[src/rtl/srv_mem_pkg.sv]
`default_nettype none
// +--------------------------------------------------------------------------+
// | Package  : srv_mem_pkg                                                   |
// | Purpose  : Shared widths, arbiter state encoding and line helpers for    |
// |            the line-fill memory front end.                               |
// | Revision : 1.0  initial release                                          |
// +--------------------------------------------------------------------------+
package srv_mem_pkg;

   localparam int LINE_W         = 128;
   localparam int ADDR_W         = 32;
   localparam int WORDS_PER_LINE = 4;

   // Arbiter sequencing states
   typedef enum logic [1:0] {
      ST_IDLE  = 2'd0,
      ST_ISSUE = 2'd1,
      ST_WAIT  = 2'd2,
      ST_DRAIN = 2'd3
   } arb_state_e;

   // Clear the word-in-line offset so the address points at the first word of its line
   function automatic logic [ADDR_W-1:0] line_align(input logic [ADDR_W-1:0] a);
      return a & ~ADDR_W'(WORDS_PER_LINE - 1);
   endfunction

endpackage
`default_nettype wire

[src/rtl/srv_mem_arb_if.sv]
`default_nettype none
// +--------------------------------------------------------------------------+
// | Interface: srv_mem_arb_if                                                |
// | Purpose  : Requester-side and memory-side signals of the line-fill       |
// |            arbiter. slave = arbiter view, master = environment view.     |
// | Revision : 1.0  initial release                                          |
// +--------------------------------------------------------------------------+
interface srv_mem_arb_if
   import srv_mem_pkg::*;
#(
   parameter int N_REQ = 2
);

   // Requester side
   logic [N_REQ-1:0]        req_i;
   logic [N_REQ*ADDR_W-1:0] addr_i;
   logic [N_REQ-1:0]        rsp_o;
   logic [N_REQ-1:0]        err_o;
   logic [LINE_W-1:0]       data_o;
   logic [N_REQ-1:0]        gnt_o;
   logic                    busy_o;

   // Memory side
   logic                    mem_req_o;
   logic [ADDR_W-1:0]       mem_addr_o;
   logic                    mem_rsp_i;
   logic [LINE_W-1:0]       mem_data_i;

   modport slave (
      input  req_i, addr_i, mem_rsp_i, mem_data_i,
      output rsp_o, err_o, data_o, gnt_o, busy_o, mem_req_o, mem_addr_o
   );

   modport master (
      output req_i, addr_i, mem_rsp_i, mem_data_i,
      input  rsp_o, err_o, data_o, gnt_o, busy_o, mem_req_o, mem_addr_o
   );

endinterface
`default_nettype wire

[src/rtl/srv_rr_arb.sv]
`default_nettype none
// +--------------------------------------------------------------------------+
// | Module   : srv_rr_arb                                                    |
// | Purpose  : Combinational rotating-priority picker. The search starts at  |
// |            the requester after i_ptr (the previous winner) and wraps.    |
// | Revision : 1.0  initial release                                          |
// +--------------------------------------------------------------------------+
module srv_rr_arb #(
   parameter int N_REQ = 2
) (
   input  logic [N_REQ-1:0]         i_req,
   input  logic [$clog2(N_REQ)-1:0] i_ptr,
   output logic [N_REQ-1:0]         o_gnt
);

   localparam int PTR_W = $clog2(N_REQ);

   logic [PTR_W-1:0] w_idx;
   logic             w_found;

   // Walk the requesters from i_ptr+1 upwards (modulo N_REQ); first active one wins
   always_comb begin
      o_gnt   = '0;
      w_found = 1'b0;
      w_idx   = '0;
      for (int i = 1; i <= N_REQ; i++) begin
         w_idx = PTR_W'((int'(i_ptr) + i) % N_REQ);
         if (!w_found && i_req[w_idx]) begin
            o_gnt[w_idx] = 1'b1;
            w_found      = 1'b1;
         end
      end
   end

endmodule
`default_nettype wire

[src/rtl/srv_mem_arb.sv]
`default_nettype none
// +--------------------------------------------------------------------------+
// | Module   : srv_mem_arb                                                   |
// | Purpose  : Round-robin arbiter and sequencer in front of the single-port |
// |            line-fill memory. One outstanding transaction at a time, a    |
// |            one-cycle memory request pulse, response/error routed back to |
// |            the granted requester, watchdog for a silent memory.          |
// | Revision : 1.0  initial release                                          |
// +--------------------------------------------------------------------------+
module srv_mem_arb
   import srv_mem_pkg::*;
#(
   parameter int N_REQ   = 2,
   parameter int TIMEOUT = 255
) (
   input  logic          clk,
   input  logic          rst_n,
   srv_mem_arb_if.slave  bus
);

   localparam int PTR_W = $clog2(N_REQ);
   localparam int WD_W  = $clog2(TIMEOUT + 1);

   localparam logic [WD_W-1:0]  WD_LAST  = WD_W'(TIMEOUT - 1);
   localparam logic [WD_W-1:0]  WD_MAX   = WD_W'(TIMEOUT);
   localparam logic [PTR_W-1:0] PTR_INIT = PTR_W'(N_REQ - 1);

   arb_state_e        r_state;
   arb_state_e        w_state_nxt;
   logic [N_REQ-1:0]  r_gnt;
   logic [PTR_W-1:0]  r_ptr;
   logic [ADDR_W-1:0] r_addr;
   logic [WD_W-1:0]   r_wdog;

   logic [N_REQ-1:0]  w_pick;
   logic [PTR_W-1:0]  w_pick_idx;
   logic [ADDR_W-1:0] w_pick_addr;
   logic              w_start;
   logic              w_expire;

   srv_rr_arb #(
      .N_REQ (N_REQ)
   ) u_rr (
      .i_req (bus.req_i),
      .i_ptr (r_ptr),
      .o_gnt (w_pick)
   );

   // Convert the one-hot pick into an index and select that requester's address
   always_comb begin
      w_pick_idx  = '0;
      w_pick_addr = '0;
      for (int k = 0; k < N_REQ; k++) begin
         if (w_pick[k]) begin
            w_pick_idx  = PTR_W'(k);
            w_pick_addr = bus.addr_i[k*ADDR_W +: ADDR_W];
         end
      end
   end

   assign w_start  = (r_state == ST_IDLE) && (|bus.req_i);
   assign w_expire = (r_wdog == WD_LAST);

   // State register
   always_ff @(posedge clk or negedge rst_n) begin
      if (!rst_n) begin
         r_state <= ST_IDLE;
      end else begin
         r_state <= w_state_nxt;
      end
   end

   // Next state and per-cycle pulses; the response beats an expiring watchdog
   always_comb begin
      w_state_nxt   = r_state;
      bus.mem_req_o = 1'b0;
      bus.rsp_o     = '0;
      bus.err_o     = '0;
      bus.data_o    = '0;
      case (r_state)
         ST_IDLE: begin
            if (w_start) begin
               w_state_nxt = ST_ISSUE;
            end
         end
         ST_ISSUE: begin
            bus.mem_req_o = 1'b1;
            w_state_nxt   = ST_WAIT;
         end
         ST_WAIT: begin
            if (bus.mem_rsp_i) begin
               bus.rsp_o   = r_gnt;
               bus.data_o  = bus.mem_data_i;
               w_state_nxt = ST_IDLE;
            end else if (w_expire) begin
               bus.err_o   = r_gnt;
               w_state_nxt = ST_DRAIN;
            end
         end
         ST_DRAIN: begin
            // Late response is swallowed so the memory is quiet before the next issue
            if (bus.mem_rsp_i) begin
               w_state_nxt = ST_IDLE;
            end
         end
         default: begin
            w_state_nxt = ST_IDLE;
         end
      endcase
   end

   // Latch owner, round-robin pointer and line address when leaving IDLE
   always_ff @(posedge clk or negedge rst_n) begin
      if (!rst_n) begin
         r_gnt  <= '0;
         r_ptr  <= PTR_INIT;
         r_addr <= '0;
      end else if (w_start) begin
         r_gnt  <= w_pick;
         r_ptr  <= w_pick_idx;
         r_addr <= line_align(w_pick_addr);
      end
   end

   // Watchdog: cleared on issue, counts WAIT cycles, saturates instead of wrapping
   always_ff @(posedge clk or negedge rst_n) begin
      if (!rst_n) begin
         r_wdog <= '0;
      end else if (r_state == ST_ISSUE) begin
         r_wdog <= '0;
      end else if ((r_state == ST_WAIT) && (r_wdog != WD_MAX)) begin
         r_wdog <= r_wdog + 1'b1;
      end
   end

   assign bus.gnt_o      = (r_state == ST_IDLE) ? '0 : r_gnt;
   assign bus.busy_o     = (r_state != ST_IDLE);
   assign bus.mem_addr_o = r_addr;

endmodule
`default_nettype wire
[src/flat_wrapper.sv]
// flat-port wrapper written by rule: the top's interface ports become plain ports
module srv_mem_arb_flat import srv_mem_pkg::*;
#(
   parameter int N_REQ   = 2,
   parameter int TIMEOUT = 255
)
  (clk, rst_n, bus_req_i, bus_addr_i, bus_mem_rsp_i, bus_mem_data_i, bus_rsp_o, bus_err_o, bus_data_o, bus_gnt_o, bus_busy_o, bus_mem_req_o, bus_mem_addr_o);
  srv_mem_arb_if #(.N_REQ(N_REQ)) bus_i ();
  input  logic clk;
  input  logic rst_n;
  input wire logic [$bits(bus_i.req_i)-1:0] bus_req_i;
  input wire logic [$bits(bus_i.addr_i)-1:0] bus_addr_i;
  input wire logic [$bits(bus_i.mem_rsp_i)-1:0] bus_mem_rsp_i;
  input wire logic [$bits(bus_i.mem_data_i)-1:0] bus_mem_data_i;
  output wire logic [$bits(bus_i.rsp_o)-1:0] bus_rsp_o;
  output wire logic [$bits(bus_i.err_o)-1:0] bus_err_o;
  output wire logic [$bits(bus_i.data_o)-1:0] bus_data_o;
  output wire logic [$bits(bus_i.gnt_o)-1:0] bus_gnt_o;
  output wire logic [$bits(bus_i.busy_o)-1:0] bus_busy_o;
  output wire logic [$bits(bus_i.mem_req_o)-1:0] bus_mem_req_o;
  output wire logic [$bits(bus_i.mem_addr_o)-1:0] bus_mem_addr_o;
  assign bus_i.req_i = bus_req_i;
  assign bus_i.addr_i = bus_addr_i;
  assign bus_i.mem_rsp_i = bus_mem_rsp_i;
  assign bus_i.mem_data_i = bus_mem_data_i;
  assign bus_rsp_o = bus_i.rsp_o;
  assign bus_err_o = bus_i.err_o;
  assign bus_data_o = bus_i.data_o;
  assign bus_gnt_o = bus_i.gnt_o;
  assign bus_busy_o = bus_i.busy_o;
  assign bus_mem_req_o = bus_i.mem_req_o;
  assign bus_mem_addr_o = bus_i.mem_addr_o;
  srv_mem_arb #(.N_REQ(N_REQ), .TIMEOUT(TIMEOUT)) u_core (.clk(clk), .rst_n(rst_n), .bus(bus_i));
endmodule
[config.mk]
export PLATFORM = sky130hd
export DESIGN_NAME = srv_mem_arb_flat
export DESIGN_NICKNAME = d
export VERILOG_FILES = /design/src/rtl/srv_mem_pkg.sv /design/src/rtl/srv_mem_arb_if.sv /design/src/rtl/srv_rr_arb.sv /design/src/rtl/srv_mem_arb.sv /design/src/flat_wrapper.sv
export SDC_FILE = /design/constraint.sdc
export NUM_CORES = 1
export LEC_CHECK = 0
export ABC_AREA = 1
export BUFFER_PORTS_ARGS = -buffer_cell sky130_fd_sc_hd__buf_2
export CORE_AREA = 2 2 141 143
export CTS_CLUSTER_SIZE = 28
export DETAILED_ROUTE_END_ITERATION = 7
export DIE_AREA = 0 0 143 145
export HOLD_SLACK_MARGIN = 0.03
export PLACE_DENSITY = 0.44
export SLEW_MARGIN = 20
export SYNTH_ARGS = -nofsm -noshare
export SYNTH_HDL_FRONTEND = slang
export SYNTH_SLANG_ARGS = --single-unit
export TNS_END_PERCENT = 30
[constraint.sdc]
create_clock -name clk -period 1.7 [get_ports clk]
set_input_delay 0.34 -clock clk [delete_from_list [all_inputs] [get_ports clk]]
set_output_delay 0.34 -clock clk [all_outputs]
set_load 0.1 [all_outputs]
# After elaboration in Yosys (flattened, before gate mapping)
# Cells that the tools add are included.
# word_totals
regBits	43
latchBits	0
ram_bits	0
mem_bits_ro	0
inputBits	197
out_inout_bits	168
word_cells	62
n_memories	0
# classes
n_addsub	3
n_mul	0
n_div	0
order_cmp	4
n_eq_ne	8
n_shift	0
muxes	30
n_bitwise	1
n_reduce_logical	11
# op_table
operator	n
2-to-1 mux 128 bit	2
2-to-1 mux 32 bit	2
2-to-1 mux 2 bit	12
2-to-1 mux 8 bit	2
2-to-1 mux 1 bit	9
adder 8 x 1 -> 8 bit, second input constant	1
equality test 8 bit, second input constant	1
!= test 8 bit, second input constant	1
one-hot mux 2 bit (4 select lines)	1
logical AND 1 bit	5
equality test 2 bit, second input constant	2
less-than comparator 1 x 2 -> 1 bit, second input constant	2
nonzero test 2 bit	2
!= test 3 x 2 -> 1 bit, second input constant	1
AND reduction 3 bit	1
adder 1 bit, second input constant	2
demux 1 bit (select 1 bit)	2
equality test 2 x 1 -> 1 bit, second input constant	1
greater-or-equal comparator 1 bit, second input constant	2
zero test 2 bit	1
!= test 2 x 1 -> 1 bit, second input constant	1
!= test 2 bit, second input constant	1
OR 2 bit	1
OR reduction 2 bit	1
zero test 1 bit	1

# Longest topological paths before layout
# Gate-level depths: netlist of run 1.
# logic_depth
ltp_word	10
depth_mapped	8
mapped_depth_nobuf	8

# By module
# From an unflattened synthesis of run 1, not the netlist that was laid out.
# hier_totals
hier_cells	574
hier_area_um2	3380.7
# by_module_without_submodules
module	instances	cells_each	area_per_inst_um2
srv_mem_arb	1	569	3360.7
srv_rr_arb	1	5	20.0

# Worst setup path before layout of run 1
# Ideal clock, no wire load.
# synth_timing
path_type	input to output
start	input port bus_mem_rsp_i
end	output port bus_err_o[0]
arrival_time_ps	2867
required_time_ps	1360
slack_ps	-1507
stages	5
path_cell_list	buf_2 -> buf_4 -> nor2_1 -> inv_1 -> nor3_1
# synth_between
elab_chain_cells	2
# synth_lines
element	line	source
start: declaration	flat_wrapper.sv:13	input wire logic [$bits(bus_i.mem_rsp_i)-1:0] bus_mem_rsp_i;
2-to-1 mux 2 bit	srv_mem_arb.sv:91	if (bus.mem_rsp_i) begin
2-to-1 mux 2 bit	srv_mem_arb.sv:80	case (r_state)
end: declaration	flat_wrapper.sv:16	output wire logic [$bits(bus_i.err_o)-1:0] bus_err_o;
# Every way passes these cells.

# Worst setup path after layout of run 1
# layout_timing
start	register u_core.r_state[0]
end	output port bus_data_o[53]
# layout_between
elab_chain_cells	2
# layout_lines
element	line	source
start: declaration	srv_mem_arb.sv:28	arb_state_e r_state;
start signal: assignment	srv_mem_arb.sv:69	r_state <= w_state_nxt;
equality test 2 bit	srv_mem_arb.sv:80	
2-to-1 mux 128 bit	srv_mem_arb.sv:80	
end: declaration	flat_wrapper.sv:17	output wire logic [$bits(bus_i.data_o)-1:0] bus_data_o;
# Every way passes these cells.

==> impl_metrics.xml, run 1 <==
<?xml version="1.0" encoding="UTF-8"?>
<metrics>
  <group name="status">
    <metric name="run_status" unit="">finished with violations</metric>
    <metric name="failed_checks" unit="">negative setup slack</metric>
  </group>
  <group name="grt">
    <metric name="grt_antenna_before_repair" unit="">2</metric>
    <metric name="grt_max_degree" unit="">69</metric>
    <metric name="grt.met1_usage" unit="">0.183</metric>
    <metric name="global_route.peak_usage_layer" unit="">met2</metric>
    <metric name="groute.usage.overall" unit="">0.158</metric>
    <metric name="overflow" unit="">0</metric>
    <metric name="met3_usage" unit="">0.0442</metric>
    <metric name="wire_length_of_the_first_global_routing_pass" unit="µm">25700</metric>
    <metric name="first_global_vias" unit="">4493</metric>
    <metric name="groute.layer.met2.usage" unit="">0.284</metric>
  </group>
  <group name="worst_setup_path">
    <metric name="critPathTopFamily" unit="">buffers and inverters</metric>
    <metric name="reg2reg_from" unit="">u_core.r_wdog[1]</metric>
    <metric name="crit_start" unit="">u_core.r_state[0]</metric>
    <metric name="critPathRequiredTime" unit="ns">1.36</metric>
    <metric name="cp_data_arrival_time" unit="ns">1.58</metric>
    <metric name="worstPathBufferInverterCount" unit="">3</metric>
    <metric name="setup.worst_path.end_class" unit="">output port</metric>
    <metric name="critical_path.cell_chain" unit="">nor2_4 -&gt; inv_6 -&gt; buf_16 -&gt; nor2_1 -&gt; buf_12</metric>
    <metric name="critical_path.max_fanout" unit="">28</metric>
    <metric name="timing.critical_path.slowest_stage_cell" unit="">sky130_fd_sc_hd__dfrtp_1</metric>
    <metric name="timing.critical_path.from_type" unit="">flip-flop</metric>
    <metric name="setup.worst_path.class" unit="">reg2out</metric>
    <metric name="slowest_delay" unit="ns">0.41</metric>
  </group>
  <group name="routing">
    <metric name="finalWirelength" unit="µm">17800</metric>
    <metric name="vias_per_cell" unit="">3.96</metric>
    <metric name="drt_iter0_markers" unit="">145</metric>
    <metric name="detailroute.via_count" unit="">4712</metric>
    <metric name="routed_wire_length_per_instance" unit="µm">15.0</metric>
    <metric name="ant_nets" unit="">0</metric>
    <metric name="drc_markers" unit="">0</metric>
    <metric name="detailedRoute.firstPassIterationCount" unit="">4</metric>
  </group>
  <group name="timing">
    <metric name="max_fclk" unit="GHz">0.521</metric>
    <metric name="tightest_slew" unit="ns">0.530</metric>
    <metric name="hold_ws" unit="ns">0.0257</metric>
    <metric name="hold_viol_final" unit="">0</metric>
    <metric name="timing.final.crit_period" unit="ns">1.92</metric>
    <metric name="finalCritPeriodShare" unit="">1.13</metric>
    <metric name="clock_skew" unit="ns">0.00497</metric>
    <metric name="final-max-slew-violation-count" unit="">0</metric>
    <metric name="setup_slack" unit="ns">-0.218</metric>
    <metric name="finalSetupViolations" unit="">132</metric>
    <metric name="maxSlewHeadroom" unit="">0.649</metric>
    <metric name="rsz0062_at_grt" unit="">yes</metric>
  </group>
  <group name="synth">
    <metric name="synth.area.mux_share" unit="">0</metric>
    <metric name="ys_seq_area_frac" unit="">0.331</metric>
    <metric name="synth-compound-area-share" unit="">0.0219</metric>
    <metric name="synth_top_family_by_area" unit="">simple AND/OR/NAND/NOR gates</metric>
    <metric name="synth_fa_ha_area_frac" unit="">0.00769</metric>
    <metric name="synthXorXnorAreaFrac" unit="">0.00538</metric>
    <metric name="synth-simple-area-share" unit="">0.543</metric>
    <metric name="synth.distinct_cells" unit="">27</metric>
    <metric name="synthesis.area_per_instance" unit="µm²">5.79</metric>
    <metric name="mappedNetlistArea" unit="µm²">3250</metric>
    <metric name="synth.yosys.warnings" unit="">0</metric>
    <metric name="syn-instance-count" unit="">562</metric>
    <metric name="ys_seq_elements" unit="">43</metric>
    <metric name="synth-edff-count" unit="">0</metric>
    <metric name="ys_dominant_reg_cell" unit="">sky130_fd_sc_hd__dfrtp_1</metric>
    <metric name="fraction_of_registers_with_async_set_reset" unit="">1.00</metric>
  </group>
  <group name="placed_design">
    <metric name="hpwlAfterDp" unit="µm">13900</metric>
    <metric name="count_of_input_and_output_buffers" unit="">358</metric>
    <metric name="finalWeightedCongestion" unit="">0.762</metric>
    <metric name="dp_cells" unit="">1168</metric>
  </group>
  <group name="power_and_ir_drop">
    <metric name="power_per_cell_area" unit="nW/µm²">1830</metric>
    <metric name="leakagePower" unit="nW">3.82</metric>
    <metric name="worst_ir_drop_vdd" unit="V">0.00135</metric>
  </group>
  <group name="clocking">
    <metric name="clk_transition_reported_paths" unit="ns">0.06</metric>
    <metric name="htreeDepth" unit="">2</metric>
    <metric name="numClockSinks" unit="">43</metric>
    <metric name="cts_root_buffer" unit="">sky130_fd_sc_hd__clkbuf_16</metric>
    <metric name="cts_tree" unit="">done</metric>
    <metric name="worst_skew_pair.late_latency" unit="ns">0.29</metric>
    <metric name="cts-buffers-inserted" unit="">5</metric>
    <metric name="clock_path_buffers" unit="">2</metric>
    <metric name="post_cts_hold_buffer_count" unit="">0</metric>
  </group>
  <group name="finish">
    <metric name="n_fill_cell" unit="">1915</metric>
    <metric name="drive_gt1_frac" unit="">0.576</metric>
    <metric name="footprint_of_the_multi_input_gates" unit="µm²">2470</metric>
    <metric name="mostFrequentLayoutCell" unit="">sky130_fd_sc_hd__nand2_1</metric>
    <metric name="layout.cells.most_common_list" unit="">250 x sky130_fd_sc_hd__nand2_1, 221 x sky130_fd_sc_hd__buf_2, 141 x sky130_fd_sc_hd__buf_12</metric>
    <metric name="finish.cell_count_without_fillers" unit="">1189</metric>
    <metric name="nets" unit="">1120</metric>
    <metric name="area.sequential" unit="µm²">1080</metric>
    <metric name="layout_area_growth_over_synthesis" unit="%">156</metric>
  </group>
  <group name="flow_run">
    <metric name="max_cap_viol_count" unit="">0</metric>
  </group>
  <group name="floorplan">
    <metric name="die_w" unit="µm">143</metric>
    <metric name="num_rows" unit="">51</metric>
    <metric name="die-area" unit="µm²">20700</metric>
    <metric name="die_height" unit="µm">145</metric>
    <metric name="initial_core_util" unit="">0.169</metric>
    <metric name="core" unit="µm²">19200</metric>
    <metric name="io_pins" unit="">365</metric>
  </group>
  <group name="min_path">
    <metric name="hold_class" unit="">in2async</metric>
  </group>
</metrics>
==> worst paths after layout <==
check | slack, ns | to | depth (start not counted)
min in group clk | 0.25 | u_core.bus.mem_addr_o[7] | 3
setup reg to reg | 0.19 | u_core.r_wdog[3] | 9
setup / recovery | -0.22 | bus_data_o[53] | 5
max in group asynchronous | 1.40 | u_core.r_ptr | 2
hold reg to reg | 0.47 | u_core.r_ptr | 2
hold / removal | 0.03 | u_core.bus.mem_addr_o[5] | 2
==> routing by layer <==
metal  vias up  part of all wire
li1       2412                 -
met1      2080              0.39
met2       205              0.51
met3        15             0.085
met4         0             0.015
met5         -                 0
==> synthesized netlist by cell type (2+ instances only) <==
library cell,number,area share
sky130_fd_sc_hd__ha_1,2,0.0077
sky130_fd_sc_hd__o21ai_1,2,0.0031
sky130_fd_sc_hd__dfrtp_1,42,0.32
sky130_fd_sc_hd__nor2_4,3,0.010
sky130_fd_sc_hd__inv_2,4,0.0046
sky130_fd_sc_hd__nand2_1,251,0.29
sky130_fd_sc_hd__o21ai_0,3,0.0046
sky130_fd_sc_hd__nor2_1,141,0.16
sky130_fd_sc_hd__nor2_2,2,0.0038
sky130_fd_sc_hd__buf_4,3,0.0069
sky130_fd_sc_hd__clkbuf_1,13,0.015
sky130_fd_sc_hd__buf_2,19,0.029
sky130_fd_sc_hd__nand2_2,2,0.0038
sky130_fd_sc_hd__nor3_1,2,0.0031
sky130_fd_sc_hd__inv_1,14,0.016
sky130_fd_sc_hd__buf_6,5,0.017
sky130_fd_sc_hd__nand3_1,44,0.068
==> registers in the layout, summed over array words and instances, names as in the netlist <==
signal	cells
u_core.r_ptr	1
u_core.r_gnt	2
u_core.r_state	2
u_core.r_wdog	8
u_core.bus.mem_addr_o	30
==> kinds of logic after synthesis <==
kind of cell / count (synthesis)
xor+xnor: 2
buf+inv: 58
flops: 43
other cells: 1
compound gates: 10
fa+ha+maj: 2
simple gates: 446
==> power by group <==
group	leakage [nW]	switching, mW	internal, mW
Sequential	0.535	0.239	1.48
Clock	0.0669	0.408	0.543
Combinational	3.22	9.19	3.36
==> through the flow <==
stage | cell area [µm²] | util | setup TNS (ns) | setup slack (ns) | power [mW]
global placement | 7540 | 0.393 | -0.161 | -0.0896 | 13.4
floorplan | 3370 | - | -108.58 | -0.852 | 9.87
CTS | 7850 | 0.409 | -24.70 | -0.225 | 14.6
detailed placement | 7540 | 0.393 | -0.127 | -0.0719 | 13.4
global route | 8330 | 0.434 | -28.79 | -0.295 | 15.8
finish | 8330 | 0.434 | -19.89 | -0.218 | 15.2
==> cell type report <==
type | instances | share of cell area
clock buffers | 6 | 0.0155
inverters | 18 | 0.00871
clock inverters | 2 | 0.00150
flip-flops and latches | 43 | 0.129
well taps | 265 | 0.0398
repair buffers | 391 | 0.508
diodes | 2 | 0.000601
multi-input cells | 462 | 0.297
==> repair_timing <==
action                                  4_1_cts  5_1_grt
endpoints found under the setup margin      132      137
setup buffers                                 7        0
gates cloned                                  0        4
pin swaps                                     6        1
resized for setup                            42      113
Note: power is estimated with default switching activity, not from simulation.
==> inputs of run 2 (changes only) <==
Settings changed: BUFFER_PORTS_ARGS -buffer_cell sky130_fd_sc_hd__buf_2 to unset, CORE_AREA 2 2 141 143 to 2 2 143 145, DIE_AREA 0 0 143 145 to 0 0 145 147, DONT_BUFFER_PORTS set to 1, PLACE_DENSITY 0.44 to unset, PLACE_DENSITY_LB_ADDON set to 0.05.
Clock period 1.7 ns to 1.5 ns, I/O delays scaled along.
==> impl_metrics.xml, run 2 (synthesis results as in run 1) <==
<?xml version="1.0" encoding="UTF-8"?>
<metrics>
  <group name="status">
    <metric name="run_status" unit="">finished with violations</metric>
    <metric name="failed_checks" unit="">negative setup slack</metric>
  </group>
  <group name="floorplan">
    <metric name="die-area" unit="µm²">21300</metric>
    <metric name="die_w" unit="µm">145</metric>
    <metric name="io_pins" unit="">365</metric>
    <metric name="core" unit="µm²">19800</metric>
    <metric name="num_rows" unit="">52</metric>
    <metric name="die_height" unit="µm">147</metric>
    <metric name="initial_core_util" unit="">0.164</metric>
  </group>
  <group name="timing">
    <metric name="maxSlewHeadroom" unit="">0.661</metric>
    <metric name="tightest_slew" unit="ns">0.508</metric>
    <metric name="finalCritPeriodShare" unit="">1.25</metric>
    <metric name="clock_skew" unit="ns">0.00492</metric>
    <metric name="max_fclk" unit="GHz">0.534</metric>
    <metric name="timing.final.crit_period" unit="ns">1.87</metric>
    <metric name="setup_tns" unit="ns">-43.01</metric>
    <metric name="finalSetupViolations" unit="">136</metric>
    <metric name="hold_viol_final" unit="">0</metric>
    <metric name="final-max-slew-violation-count" unit="">0</metric>
    <metric name="rsz0062_at_grt" unit="">yes</metric>
    <metric name="setup_slack" unit="ns">-0.372</metric>
  </group>
  <group name="finish">
    <metric name="footprint_of_the_multi_input_gates" unit="µm²">2550</metric>
    <metric name="mostFrequentLayoutCell" unit="">sky130_fd_sc_hd__nand2_1</metric>
    <metric name="largest_reg_flops" unit="">30</metric>
    <metric name="area.sequential" unit="µm²">1080</metric>
    <metric name="insertedDiodeCount" unit="">0</metric>
    <metric name="final_core_utilization" unit="">0.378</metric>
    <metric name="n_fill_cell" unit="">2027</metric>
    <metric name="drive_gt1_frac" unit="">0.492</metric>
    <metric name="layout.cells.most_common_list" unit="">250 x sky130_fd_sc_hd__nand2_1, 138 x sky130_fd_sc_hd__buf_12, 76 x sky130_fd_sc_hd__nor2_2</metric>
    <metric name="layout_area_growth_over_synthesis" unit="%">131</metric>
    <metric name="nets" unit="">924</metric>
  </group>
  <group name="routing">
    <metric name="routed_wire_length_per_instance" unit="µm">17.3</metric>
    <metric name="ant_nets" unit="">0</metric>
    <metric name="detailroute.via_count" unit="">4175</metric>
    <metric name="drc_markers" unit="">0</metric>
    <metric name="finalWirelength" unit="µm">17200</metric>
    <metric name="detailedRoute.firstPassIterationCount" unit="">4</metric>
    <metric name="drt_iter0_markers" unit="">141</metric>
    <metric name="vias_per_cell" unit="">4.19</metric>
  </group>
  <group name="clocking">
    <metric name="clock_path_buffers" unit="">2</metric>
    <metric name="clk_transition_reported_paths" unit="ns">0.06</metric>
    <metric name="cts_root_buffer" unit="">sky130_fd_sc_hd__clkbuf_16</metric>
    <metric name="htreeDepth" unit="">2</metric>
    <metric name="cts-buffers-inserted" unit="">5</metric>
    <metric name="numClockSinks" unit="">43</metric>
    <metric name="cts_tree" unit="">done</metric>
    <metric name="worst_skew_pair.late_latency" unit="ns">0.28</metric>
  </group>
  <group name="power_and_ir_drop">
    <metric name="total_switching_power" unit="mW">11.1</metric>
    <metric name="leakagePower" unit="nW">3.07</metric>
    <metric name="internal_power_summed_over_all_cells" unit="mW">6.31</metric>
    <metric name="pwr-share-comb" unit="">0.817</metric>
    <metric name="share_seq_of_total_power" unit="">0.112</metric>
    <metric name="switching_power_share_of_the_total" unit="">0.637</metric>
    <metric name="worst_ir_drop_vdd" unit="V">0.00132</metric>
    <metric name="power_per_cell_area" unit="nW/µm²">2310</metric>
    <metric name="power.clock.fraction" unit="">0.071</metric>
  </group>
  <group name="worst_setup_path">
    <metric name="setup.worst_path.class" unit="">reg2out</metric>
    <metric name="critical_path.max_fanout" unit="">37</metric>
    <metric name="cp_data_arrival_time" unit="ns">1.57</metric>
    <metric name="timing.critical_path.from_type" unit="">flip-flop</metric>
    <metric name="critPathRequiredTime" unit="ns">1.20</metric>
    <metric name="setup.worst_path.end_class" unit="">output port</metric>
  </group>
  <group name="grt">
    <metric name="grt.met1_usage" unit="">0.180</metric>
    <metric name="wire_length_of_the_first_global_routing_pass" unit="µm">25600</metric>
    <metric name="overflow" unit="">0</metric>
    <metric name="groute.usage.overall" unit="">0.156</metric>
    <metric name="groute.layer.met2.usage" unit="">0.278</metric>
    <metric name="first_global_vias" unit="">4069</metric>
    <metric name="grt_max_degree" unit="">133</metric>
    <metric name="grt_antenna_before_repair" unit="">0</metric>
    <metric name="met3_usage" unit="">0.0484</metric>
    <metric name="global_route.peak_usage_layer" unit="">met2</metric>
  </group>
  <group name="placed_design">
    <metric name="finalWeightedCongestion" unit="">0.848</metric>
    <metric name="count_of_input_and_output_buffers" unit="">0</metric>
    <metric name="hpwlAfterDp" unit="µm">14000</metric>
  </group>
  <group name="min_path">
    <metric name="hold_class" unit="">in2reg</metric>
  </group>
  <group name="flow_run">
    <metric name="max_cap_viol_count" unit="">0</metric>
  </group>
</metrics>
[run 2: cell types whose count changed in the layout (fill, tap and decap cells not counted), moves of 3 or more]
cell,delta
sky130_fd_sc_hd__buf_16,+3
sky130_fd_sc_hd__nor2_1,-22
sky130_fd_sc_hd__nor2_2,+15
sky130_fd_sc_hd__buf_2,-221
sky130_fd_sc_hd__buf_12,-3
sky130_fd_sc_hd__nor2_4,+7
sky130_fd_sc_hd__buf_4,+28
[run 2: repair_timing]
item / 4_1_cts / 5_1_grt
buffers inserted: 0 / 2
resized for setup: 56 / 11
pin swaps: 0 / 1
hold buffers: 2 / 0
endpoints found under the hold margin: 43 / 0
gates cloned: 2 / 0
setup endpoints to repair: 137 / 144
[run 2: layout make-up]
type | instances | share of cell area
timing repair buffer | 195 | 0.439
multi-input combinational | 462 | 0.340
sequential | 43 | 0.144
tap | 270 | 0.0450
clock buffer | 5 | 0.0167
inverter | 18 | 0.00966
clock inverter | 3 | 0.00583
[run 2: path summary, 6_finish.rpt]
check	startpoint	end	slack, ns	cells after the start
worst max-delay path	u_core.r_state[1]	bus_data_o[91]	-0.37	6
worst min-delay path	bus_addr_i[9]	u_core.bus.mem_addr_o[9]	0.14	2
worst max register to register	u_core.r_state[1]	u_core.r_wdog[5]	0.09	7
worst min register to register	u_core.r_ptr	u_core.r_ptr	0.47	2
max in group asynchronous	rst_n	u_core.r_ptr	0.70	2
min in group asynchronous	rst_n	u_core.r_state[1]	0.54	2
[run 2: worst max-delay path, cell delays in order, from the launching register on]
cell and delay [ns]:
sky130_fd_sc_hd__dfrtp_1 0.35, sky130_fd_sc_hd__inv_2 0.05, sky130_fd_sc_hd__nor2_4 0.15, sky130_fd_sc_hd__inv_6 0.10, sky130_fd_sc_hd__buf_16 0.22, sky130_fd_sc_hd__nor2_2 0.18
sky130_fd_sc_hd__buf_12 0.19
[run 2: routing by layer]
| metal | wire length [µm] | vias up |
|---|---|---|
| li1 | - | 2019 |
| met1 | 6480 | 1924 |
| met2 | 8940 | 213 |
| met3 | 1380 | 19 |
| met4 | 437 | 0 |
| met5 | 0 | - |
[run 2: metrics by stage]
step           power [mW]  std cells  hold slack, ns  worst slack (ns)  area (µm²)
3_3_place_gp         15.4        982         0.00648           -0.0708        6930
5_1_grt              18.1        996           0.124            -0.428        7510
4_1_cts              17.5        994           0.120            -0.380        7440
3_5_place_dp         15.5        982         0.00609           -0.0882        6930
2_1_floorplan        11.1        563         0.00441            -0.992        3330
6_report             17.4        996           0.136            -0.372        7510
[run 2: power by group through the flow]
| stage | Combinational [mW] | Sequential, mW | Clock, mW |
|---|---|---|---|
| 2_1_floorplan | 6.24 | 4.87 | 0 |
| 3_3_place_gp | 13.5 | 1.95 | 0 |
| 3_5_place_dp | 13.5 | 1.96 | 0 |
| 4_1_cts | 14.2 | 1.95 | 1.29 |
| 5_1_grt | 14.7 | 2.00 | 1.33 |
| 6_report | 14.2 | 1.95 | 1.23 |
==> inputs of run 3 (changes only) <==
Settings changed: CELL_PAD_IN_SITES_DETAIL_PLACEMENT set to 2, CELL_PAD_IN_SITES_GLOBAL_PLACEMENT set to 2, CORE_AREA 2 2 143 145 to 2 2 140 142, DIE_AREA 0 0 145 147 to 0 0 142 144.
Clock period 1.5 ns to 2.4 ns, I/O delays scaled along.
==> impl_metrics.xml, run 3 (synthesis results as in run 1) <==
<?xml version="1.0" encoding="UTF-8"?>
<metrics>
  <group name="status">
    <metric name="run_status" unit="">complete, no violations</metric>
  </group>
  <group name="routing">
    <metric name="detailedRoute.firstPassIterationCount" unit="">4</metric>
    <metric name="vias_per_cell" unit="">4.44</metric>
    <metric name="drt_iter0_markers" unit="">183</metric>
    <metric name="ant_nets" unit="">0</metric>
    <metric name="detailroute.via_count" unit="">4176</metric>
    <metric name="finalWirelength" unit="µm">18300</metric>
    <metric name="drc_markers" unit="">0</metric>
    <metric name="routed_wire_length_per_instance" unit="µm">19.4</metric>
  </group>
  <group name="clocking">
    <metric name="worst_skew_pair.late_latency" unit="ns">0.28</metric>
    <metric name="post-cts-setup-buffer-count" unit="">0</metric>
    <metric name="clk_transition_reported_paths" unit="ns">0.06</metric>
    <metric name="cts_root_buffer" unit="">sky130_fd_sc_hd__clkbuf_16</metric>
    <metric name="cts-buffers-inserted" unit="">5</metric>
    <metric name="ctsResizeCount" unit="">0</metric>
    <metric name="clock_path_buffers" unit="">2</metric>
    <metric name="numClockSinks" unit="">43</metric>
    <metric name="cts_tree" unit="">done</metric>
    <metric name="htreeDepth" unit="">2</metric>
  </group>
  <group name="min_path">
    <metric name="hold_class" unit="">in2async</metric>
  </group>
  <group name="finish">
    <metric name="footprint_of_the_multi_input_gates" unit="µm²">2430</metric>
    <metric name="insertedDiodeCount" unit="">0</metric>
    <metric name="layout_area_growth_over_synthesis" unit="%">107</metric>
    <metric name="area.sequential" unit="µm²">1080</metric>
    <metric name="mostFrequentLayoutCell" unit="">sky130_fd_sc_hd__nand2_1</metric>
    <metric name="largest_reg_flops" unit="">30</metric>
    <metric name="nets" unit="">901</metric>
    <metric name="n_fill_cell" unit="">2120</metric>
    <metric name="layout.cells.most_common_list" unit="">251 x sky130_fd_sc_hd__nand2_1, 111 x sky130_fd_sc_hd__buf_12, 97 x sky130_fd_sc_hd__nor2_2</metric>
    <metric name="drive_gt1_frac" unit="">0.469</metric>
    <metric name="final_core_utilization" unit="">0.353</metric>
  </group>
  <group name="floorplan">
    <metric name="num_rows" unit="">51</metric>
    <metric name="die-area" unit="µm²">20400</metric>
    <metric name="die_height" unit="µm">144</metric>
    <metric name="io_pins" unit="">365</metric>
    <metric name="initial_core_util" unit="">0.171</metric>
    <metric name="core" unit="µm²">19100</metric>
    <metric name="die_w" unit="µm">142</metric>
  </group>
  <group name="worst_setup_path">
    <metric name="slowest_delay" unit="ns">0.43</metric>
    <metric name="critPathTopFamily" unit="">simple AND/OR/NAND/NOR gates</metric>
    <metric name="setup.worst_path.class" unit="">reg2out</metric>
    <metric name="critPathRequiredTime" unit="ns">1.92</metric>
    <metric name="critical_path.cell_chain" unit="">inv_2 -&gt; nor2_4 -&gt; inv_8 -&gt; nor2_1 -&gt; inv_1 -&gt; nor3_4 -&gt; buf_12</metric>
    <metric name="critical_path.max_fanout" unit="">14</metric>
    <metric name="timing.critical_path.slowest_stage_cell" unit="">sky130_fd_sc_hd__dfrtp_1</metric>
    <metric name="setup.worst_path.end_class" unit="">output port</metric>
    <metric name="cp_data_arrival_time" unit="ns">1.78</metric>
    <metric name="timing.critical_path.from_type" unit="">flip-flop</metric>
    <metric name="worstSetupPathDepth" unit="">7</metric>
    <metric name="worstPathBufferInverterCount" unit="">4</metric>
    <metric name="reg2reg_depth" unit="">5</metric>
  </group>
  <group name="placed_design">
    <metric name="count_of_input_and_output_buffers" unit="">0</metric>
    <metric name="finalWeightedCongestion" unit="">0.761</metric>
    <metric name="hpwlAfterDp" unit="µm">15400</metric>
    <metric name="pre_cts_slack" unit="ns">0.432</metric>
  </group>
  <group name="timing">
    <metric name="hold_ws" unit="ns">0.0383</metric>
    <metric name="max_fclk" unit="GHz">0.443</metric>
    <metric name="finalSetupViolations" unit="">0</metric>
    <metric name="timing.final.crit_period" unit="ns">2.26</metric>
    <metric name="finalCritPeriodShare" unit="">0.940</metric>
    <metric name="final-max-slew-violation-count" unit="">0</metric>
    <metric name="maxSlewHeadroom" unit="">0.450</metric>
    <metric name="rsz0062_at_grt" unit="">no</metric>
    <metric name="clock_skew" unit="ns">0.00205</metric>
    <metric name="setup_tns" unit="ns">0</metric>
    <metric name="tightest_slew" unit="ns">0.824</metric>
    <metric name="hold_viol_final" unit="">0</metric>
    <metric name="setup_slack" unit="ns">0.145</metric>
  </group>
  <group name="power_and_ir_drop">
    <metric name="worst_ir_drop_vdd" unit="V">0.000612</metric>
    <metric name="power" unit="mW">10.1</metric>
    <metric name="leakagePower" unit="nW">2.82</metric>
    <metric name="power_per_cell_area" unit="nW/µm²">1500</metric>
  </group>
  <group name="grt">
    <metric name="groute.usage.overall" unit="">0.170</metric>
    <metric name="wire_length_of_the_first_global_routing_pass" unit="µm">26800</metric>
    <metric name="grt_antenna_before_repair" unit="">0</metric>
    <metric name="first_global_vias" unit="">4300</metric>
    <metric name="grt_max_degree" unit="">133</metric>
    <metric name="overflow" unit="">0</metric>
  </group>
  <group name="flow_run">
    <metric name="max_cap_viol_count" unit="">0</metric>
  </group>
</metrics>
run 3: report_power, final:
part	total (mW)	internal, mW	switching (mW)
Sequential	1.18	1.05	0.136
Clock	0.701	0.416	0.286
Combinational	8.25	1.92	6.33
Total	10.1	3.38	6.75
run 3: area by class of cell:
class	instances	share of cell area
Clock buffer	6	0.0206
Clock inverter	2	0.00241
Inverter	18	0.0111
Multi-Input combinational cell	462	0.361
Sequential cell	43	0.160
Tap cell	238	0.0442
Timing Repair Buffer	172	0.401
run 3: routing by layer:
| metal | vias up | wire length [µm] | global-route usage |
|---|---|---|---|
| met5 | - | 0 | 0 |
| met2 | 189 | 9800 | 0.314 |
| met3 | 13 | 1490 | 0.0440 |
| li1 | 1966 | - | - |
| met1 | 2008 | 6770 | 0.198 |
| met4 | 0 | 231 | 0.0337 |
run 3: worst paths after layout:
path | to | slack, ns | startpoint
max | bus_err_o[0] | 0.14 | u_core.r_state[1]
max reg2reg | u_core.bus.mem_addr_o[31] | 0.66 | u_core.r_state[1]
min | u_core.bus.mem_addr_o[12] | 0.04 | rst_n
min reg2reg | u_core.r_gnt[1] | 0.48 | u_core.r_gnt[1]
max in group asynchronous | u_core.r_ptr | 2.10 | rst_n
min in group clk | u_core.bus.mem_addr_o[21] | 0.32 | bus_addr_i[21]
run 3: per-stage QoR:
step           cells  cell area (µm²)
2_1_floorplan    563             3560
3_3_place_gp     932             6560
3_5_place_dp     932             6560
4_1_cts          941             6740
5_1_grt          941             6740
6_report         941             6740
run 3: timing repair:
| action | 4_1_cts | 5_1_grt |
|---|---|---|
| setup endpoints to repair | 0 | 0 |
| endpoints found under the hold margin | 43 | 0 |
| hold buffers | 1 | 0 |
run 3: worst reg2reg max path, cell delays in order, from the launching register on:
cell and delay [ns]:
sky130_fd_sc_hd__dfrtp_1 0.43, sky130_fd_sc_hd__nor2_4 0.23, sky130_fd_sc_hd__o21ai_2 0.12, sky130_fd_sc_hd__a21oi_4 0.64, sky130_fd_sc_hd__nand2_1 0.15, sky130_fd_sc_hd__nand3_1 0.11
